File: src/rtl/fp_norm_24.sv
// fp_norm_24: normalizes a 24-bit mantissa difference, 4 bits per cycle.
// Define FP_NORM_FAST_EN for single-cycle full-width normalization.
module fp_norm_24 (
  input  logic        iClk,
  input  logic        iRstn,
  input  logic        iValid,
  output logic        oReady,
  input  logic [23:0] iMant,
  input  logic [7:0]  iExp,
  input  logic        iSign,
  output logic        oValid,
  input  logic        iReady,
  output logic [23:0] oMant,
  output logic [7:0]  oExp,
  output logic        oSign,
  output logic        oZero,
  output logic        oUnder
);
  localparam logic [1:0] IDLE  = 2'd0;
  localparam logic [1:0] SHIFT = 2'd1;
  localparam logic [1:0] DONE  = 2'd2;
`ifdef FP_NORM_FAST_EN
  localparam logic [7:0] CAP = 8'd24;
`else
  localparam logic [7:0] CAP = 8'd4;
`endif
  logic [1:0]  state;
  logic [23:0] mant, src_m, sh_m;
  logic [7:0]  expo, src_e, lz, em1, k, sh_e, fin_e;
  logic        sign, zero, under, fin_u, fin;
  // One normalization step; the exponent clamp keeps k <= exp-1 so exp never wraps.
  always_comb begin
    src_m = state == IDLE ? iMant : mant;
    src_e = state == IDLE ? iExp : expo;
    lz = 8'd24;
    for (int i = 0; i < 24; i++) if (src_m[i]) lz = 8'(23 - i);
    em1 = src_e - 8'd1;
    k = lz < CAP ? lz : CAP;
    k = k < em1 ? k : em1;
    sh_m = src_m << k;
    sh_e = src_e - k;
    fin_u = !sh_m[23] && sh_e == 8'd1;
    fin = sh_m[23] || fin_u;
    fin_e = fin_u ? 8'd0 : sh_e;
  end
  always_ff @(posedge iClk or negedge iRstn) begin
    if (!iRstn) begin
      state <= IDLE;
      mant  <= '0;
      expo  <= '0;
      sign  <= 1'b0;
      zero  <= 1'b0;
      under <= 1'b0;
    end else begin
      case (state)
        IDLE: if (iValid) begin
          sign  <= iSign;
          zero  <= 1'b0;
          under <= 1'b0;
          if (iMant == 24'd0) begin
            mant  <= '0;
            expo  <= '0;
            zero  <= 1'b1;
            state <= DONE;
          end else if (iMant[23]) begin
            mant  <= iMant;
            expo  <= iExp;
            state <= DONE;
          end else if (iExp < 8'd2) begin
            mant  <= iMant;
            expo  <= '0;
            under <= 1'b1;
            state <= DONE;
          end else begin
`ifdef FP_NORM_FAST_EN
            mant  <= sh_m;
            expo  <= fin_e;
            under <= fin_u;
            state <= DONE;
`else
            mant  <= iMant;
            expo  <= iExp;
            state <= SHIFT;
`endif
          end
        end
        SHIFT: begin
          mant  <= sh_m;
          expo  <= fin_e;
          under <= fin_u;
          state <= fin ? DONE : SHIFT;
        end
        DONE: if (iReady) state <= IDLE;
        default: state <= IDLE;
      endcase
    end
  end
  assign oReady = state == IDLE;
  assign oValid = state == DONE;
  assign oMant  = mant;
  assign oExp   = expo;
  assign oSign  = sign;
  assign oZero  = zero & oValid;
  assign oUnder = under & oValid;
endmodule
File: config.mk
export PLATFORM = sky130hd
export DESIGN_NAME = fp_norm_24
export DESIGN_NICKNAME = d
export VERILOG_FILES = /design/src/rtl/fp_norm_24.sv
export SDC_FILE = /design/constraint.sdc
export NUM_CORES = 1
export LEC_CHECK = 0
export ABC_AREA = 1
export BUFFER_PORTS_ARGS = -buffer_cell sky130_fd_sc_hd__buf_2
export CAP_MARGIN = 20
export CORE_ASPECT_RATIO = 0.5
export CORE_MARGIN = 8
export CORE_UTILIZATION = 62
export CTS_CLUSTER_SIZE = 14
export DETAILED_ROUTE_END_ITERATION = 7
export PLACE_DENSITY = 0.87
export SLEW_MARGIN = 10
export SYNTH_ARGS = -nofsm -noshare
export SYNTH_HDL_FRONTEND = slang
export SYNTH_SLANG_ARGS = --single-unit
File: constraint.sdc
create_clock -name iClk -period 8.24 [get_ports iClk]
set_input_delay 0.824 -clock iClk [delete_from_list [all_inputs] [get_ports iClk]]
set_output_delay 0.824 -clock iClk [all_outputs]
set_load 0.005 [all_outputs]
**Word level (Yosys, flattened, before mapping)**

Index checks and enable logic that the tools add are counted.

- $add $sub $neg: 2
- $mul: 0
- Div/mod/pow operators: 0
- $lt $le $gt $ge: 3
- Eq/ne operators: 5
- Shift operators: 1
- Mux-type cells: 51
- Bitwise operators: 2
- Reduce and logical (&&, ||, !) cells: 9

Operators by type and width:

| kind | count |
|---|---|
| 2-to-1 mux 8 bit | 30 |
| 2-to-1 mux 24 bit | 4 |
| case mux 24 bit (2 select lines) | 1 |
| logical NOT 24 bit | 1 |
| << shifter 24 x 8 -> 24 bit | 1 |
| case mux 8 bit (2 select lines) | 1 |
| 2-to-1 mux 2 bit | 6 |
| == test 8 x 1 -> 1 bit, second input constant | 1 |
| less-than comparator 8 x 2 -> 1 bit, second input constant | 1 |
| less-than comparator 8 x 3 -> 1 bit, second input constant | 1 |
| less-than comparator 8 bit | 1 |
| 2-to-1 mux 4 bit | 2 |
| subtractor 8 x 1 -> 8 bit, second input constant | 1 |
| subtractor 8 bit | 1 |
| case mux 2 bit (3 select lines) | 1 |
| AND reduction 2 bit | 3 |
| 2-to-1 mux 1 bit | 5 |
| bitwise AND 1 bit | 2 |
| == test 2 x 1 -> 1 bit, second input constant | 1 |
| == test 2 bit, second input constant | 1 |
| logical NOT 2 bit | 1 |
| != test 2 x 1 -> 1 bit, second input constant | 1 |
| != test 2 bit, second input constant | 1 |
| case mux 1 bit (2 select lines) | 1 |
| other kinds (4) | 4 |

- Flip-flop bits (word level): 37
- Bits in latches: 0
- RAM bits: 0
- ROM bits: 0
- Input port bits: 37
- Memories: 0

**Longest topological paths before layout**

- Depth after elaboration: 36
- Mapped depth: 50

**Least setup slack after synthesis**

OpenSTA, ideal clock, no wires.

- Path kind: input to register
- Start: in iMant[3]
- End: reg under
- Setup time: 0.077 ns
- Data arrival time: 4.544 ns
- Slack: 3.619 ns
- Stages: 45
- Cell sequence: or2_1 > o21ai_2 > nand2_1 > nand2_1 > nand2_1 > nand2_1 > nand2_1 > nand2_1 > nand2_1 > nand2_1 > nand2_1 > nand2_1 > nand2_1 > nand2_1 > nand2_1 > nand2_1 > nand2_1 > nand2_1 > [... 9 more ...] > nand2_2 > nand2_4 > nand2_8 > inv_2 > nor2_1 > inv_1 > buf_2 > buf_2 > ha_1 > a21oi_1 > nand2_1 > nand2_1 > nand3_1 > xor2_1 > nor4_1 > nor2_1 > nand3b_1 > o21ai_1

- Longest elaborated chain between the ends: 30
- Elaborated cells on any way between the ends: 35
- Classes of those cells: add/sub: 1; order compare: 2; eq/ne: 1; shift: 1; mux: 27; reduce/logical: 3

RTL lines:

| what | RTL line | text |
|---|---|---|
| start: declaration | 8 | `input logic [23:0] iMant,` |
| 2-to-1 mux 24 bit | 33 | `src_m = state == IDLE ? iMant : mant;` |
| 2-to-1 mux 8 bit (21 in a row) | 36 | `for (int i = 0; i < 24; i++) if (src_m[i]) lz = 8'(23 - i);` |
| less-than comparator 8 x 3 -> 1 bit | 38 | `k = lz < CAP ? lz : CAP;` |
| 2-to-1 mux 8 bit | 38 |  |
| less-than comparator 8 bit | 39 | `k = k < em1 ? k : em1;` |
| 2-to-1 mux 8 bit | 39 |  |
| subtractor 8 bit / << shifter 24 x 8 -> 24 bit (equally long branches) | 41, 40 |  |
| == test 8 x 1 -> 1 bit / logical NOT 1 bit (equally long branches) | 42 | `fin_u = !sh_m[23] && sh_e == 8'd1;` |
| logical AND 1 bit | 42 |  |
| case mux 1 bit (2 select lines) (*) | 55 | `case (state)` |
| end signal: assignment | 90 | `under <= fin_u;` |
| end: declaration | 30 | `logic sign, zero, under, fin_u, fin;` |

Every way passes the cells marked *; elsewhere a longest branch is shown, timed or not. The select of a mux whose other input is x is not followed.
A chain may end at the register's enable or synchronous reset.

**Worst setup path in the final report**

- Start: reg state[0]
- End: reg under

- Longest elaborated chain between the ends: 34
- Elaborated cells on any way between the ends: 42
- Classes of those cells: add/sub: 2; order compare: 2; eq/ne: 3; shift: 1; mux: 29; reduce/logical: 5

RTL lines:

| what | RTL line | text |
|---|---|---|
| start: declaration | 27 | `logic [1:0] state;` |
| start signal: assignment | 91 | `state <= fin ? DONE : SHIFT;` |
| logical NOT 2 bit | 33, 34, 55 |  |
| 2-to-1 mux 24 bit | 33 |  |
| 2-to-1 mux 4 bit (2 in a row) | 36 |  |
| 2-to-1 mux 8 bit (22 in a row) | 36 |  |
| less-than comparator 8 x 3 -> 1 bit | 38 |  |
| 2-to-1 mux 8 bit | 38 |  |
| less-than comparator 8 bit | 39 |  |
| 2-to-1 mux 8 bit | 39 |  |
| subtractor 8 bit / << shifter 24 x 8 -> 24 bit (equally long branches) | 41, 40 |  |
| == test 8 x 1 -> 1 bit / logical NOT 1 bit (equally long branches) | 42 |  |
| logical AND 1 bit | 42 |  |
| case mux 1 bit (2 select lines) | 55 |  |

Several ways; a longest one is shown, not always the timed one.

==> impl_results.md <==
- Register bit count reported by yosys: 37
- RePlAce Congestion: 0.934
- Startpoint types: flop
- Multi-input gate area: 2750 um^2
- Maximum number of pins on one net before global-route repair: 38
- # DRC: 0
- Synth area leaders: dfrtp_1 22%, nand2_1 19%, nand3_1 8.7%
- Clock sink count: 37
- Drt pass-1 iters: 5
- Top FF cell, synth: dfrtp_1
- Commonest non-fill, non-tap cell in the layout: nand2_1
- FFs w/ async S/R, synth: 1.00
- Yosys top cell by area: dfrtp_1
- Vias in the first global route: 4415
- Via count: 4851
- Via density: 5.89
- Placed insts: 816
- Synth Area in Compound Gates: 0.201
- Top-area cell type share of the netlist area: 0.221
- WL final: 13.7 mm
- TritonCTS buffer count: 5
- Setup TNS: 0 ns
- Worst clock skew: 0.00735 ns
- Share of cells above drive strength 1: 0.187
- Worst Path Required: 8.46 ns
- Clk buf depth: 2
- Endpoints failing hold: 0
- Synthesized net count: 729
- Xor/xnor cell area share of the yosys netlist: 0.0230
- Post-CTS Resized: 0
- Fin nets: 779
- Slew Limit Fails: 0
- Tot GR Track Use: 0.274
- Die Width: 132 um
- DPL Wire Length: 10.1 mm
- I/O Pins: 74
- Crit path DAT: 6.06 ns
- Initial Util: 0.632
- Row cnt: 21
- Tmin final: 5.84 ns
- Initial antenna violation count: 0
- Die height: 74.1 um
- Post-route insts no fill: 824
- Crit. End Element: flop
- Status: completed
- Commonest non-fill, non-tap cells in the layout: 208 x nand2_1, 73 x nand3_1, 73 x buf_2
- Crit path max fanout: 34
- Synth cell types: 49
- Synth Warn #: 0
- RSZ-0062 raised after global routing: false
- Mux contribution to synthesized area: 0.00508
- Highest Clock Rate: 0.171 GHz
- Total congestion overflow: 0
- DIE AREA: 9800 um^2
- CTS tree: built
- Adder-Cell Fraction of Synth Area: 0.0347
- Sequential Area: 926 um^2
- Synth Cell Area: 4190 um^2
- Slew headroom: 0.283
- Buffers added on ports: 73
- Final ANT Viol Nets: 0
- Simple-gate share of the synthesized area: 0.393
- Final period util: 0.709
- Finish-stage setup viols: 0
- # diodes: 0
- Clk_lat worst skew: 0.29 ns
- Worst slew pin tran: 1.07 ns
- Global-route wire length before repair: 21.8 mm
- Max-cap viol count: 0
- Core area: 6620 um^2
- Seq/Total Area, Yosys: 0.221
- Largest family of logic cells by synthesized area: simple AND/OR/NAND/NOR gates
- Cts hold-fix bufs: 0
- WL/cell: 16.6 um
- Max H-tree Level: 2
- Post-Syn Area per Cell: 6.15 um^2
- Area Overhead vs Synth: 11.1%
- Initial DRC count: 623
- EDFF count, synth: 0
- Setup Buffers After CTS: 0
- Clock Tree Root: clkbuf_16
- Cells after Synth: 681
- Hold/Removal Path Class: reg -> reg
- Worst-path clk slew: 0.06 ns
- Critical path type: reg -> reg
- Fill count: 608
## cell usage after synthesis, types with 2 or more instances
cell      instances
or4_1             2
a21oi_1          27
a21oi_2           2
nor3_1            3
nor3_2            3
clkbuf_1         10
conb_1            2
nor2_1           33
buf_1             2
xor2_1           10
nand2_4           4
nand3_2           3
inv_2            15
or2_1             3
or2_2             4
nand2_1         208
a22oi_1          13
dfrtp_1          37
nand4_1           8
nand2_2           7
o21ai_1          42
o21ai_0          38
o21ai_2           9
o21ai_4           2
buf_2             9
buf_6             6
ha_1             10
o211ai_1          3
buf_4             5
inv_1            63
nor4_1            8
nand3_1          73
## area by class of cell
class                      instances  share of cell area
tap                               92              0.0248
multi-input combinational        532               0.592
clock inverter                     3             0.00995
clock buffer                       5              0.0269
inverter                          79              0.0638
timing repair buffer              76              0.0834
sequential                        37               0.199
## path summary, 6_finish.rpt
kind	startpoint	endpoint	slack, ns	cells after the start
max	state[0]	under	2.40	25
max in group asynchronous	iRstn	state[1]	7.02	1
min in group asynchronous	iRstn	oMant[12]	0.66	1
min reg2reg	oSign	oSign	0.50	1
max reg2reg	state[0]	under	2.40	25
min	oSign	oSign	0.50	1
## sequential cells by signal, indices dropped and copies added, names as in the netlist
name and flops:
under 1, state 2, oSign 1, oExp 8, zero 1, oMant 24
## critical path, stage by stage (launching register included)
cell and delay (ns):
dfrtp_1 0.43, nor2_4 0.54, buf_4 0.47, nand2_1 0.08, o21ai_1 0.15, ha_1 0.23
nand2_1 0.10, xor2_1 0.19, ha_1 0.29, and3_1 0.21, nand2_4 0.11, nand2_8 0.09
inv_2 0.07, nor2_1 0.04, buf_4 0.21, inv_1 0.66, ha_1 0.42, a21oi_1 0.16
o21ai_0 0.14, o21ai_0 0.21, nand2_1 0.09, xor2_1 0.17, nor4_1 0.31, nor2_1 0.10
nand3b_1 0.20, o21ai_1 0.07
## per-stage QoR
step | setup WS [ns] | cell area (um^2) | hold slack [ns] | utilization
after floorplan | 3.62 | 4190 | 0.487 | -
after global placement | 2.75 | 4480 | 0.487 | 0.676
after detailed placement | 2.60 | 4480 | 0.489 | 0.676
after CTS | 2.57 | 4650 | 0.503 | 0.702
after global routing | 1.81 | 4650 | 0.541 | 0.702
final | 2.40 | 4650 | 0.502 | 0.702
## layer usage
layer	vias up	wire, um	GRT usage
li1	2354	-	-
met1	2191	5940	0.358
met2	275	5990	0.431
met3	31	1540	0.0883
met4	0	244	0.0786
met5	-	0	0
## cell families after synthesis
family | count (synthesis)
mux | 2
simple gates | 364
xor+xnor | 11
buf+inv | 112
compound gates | 142
flops | 37
other cells | 2
fa+ha+maj | 11
Power is left out: the tool's default activity adds up to more than one toggle a clock period on the data nets, which glitch-free logic cannot reach.
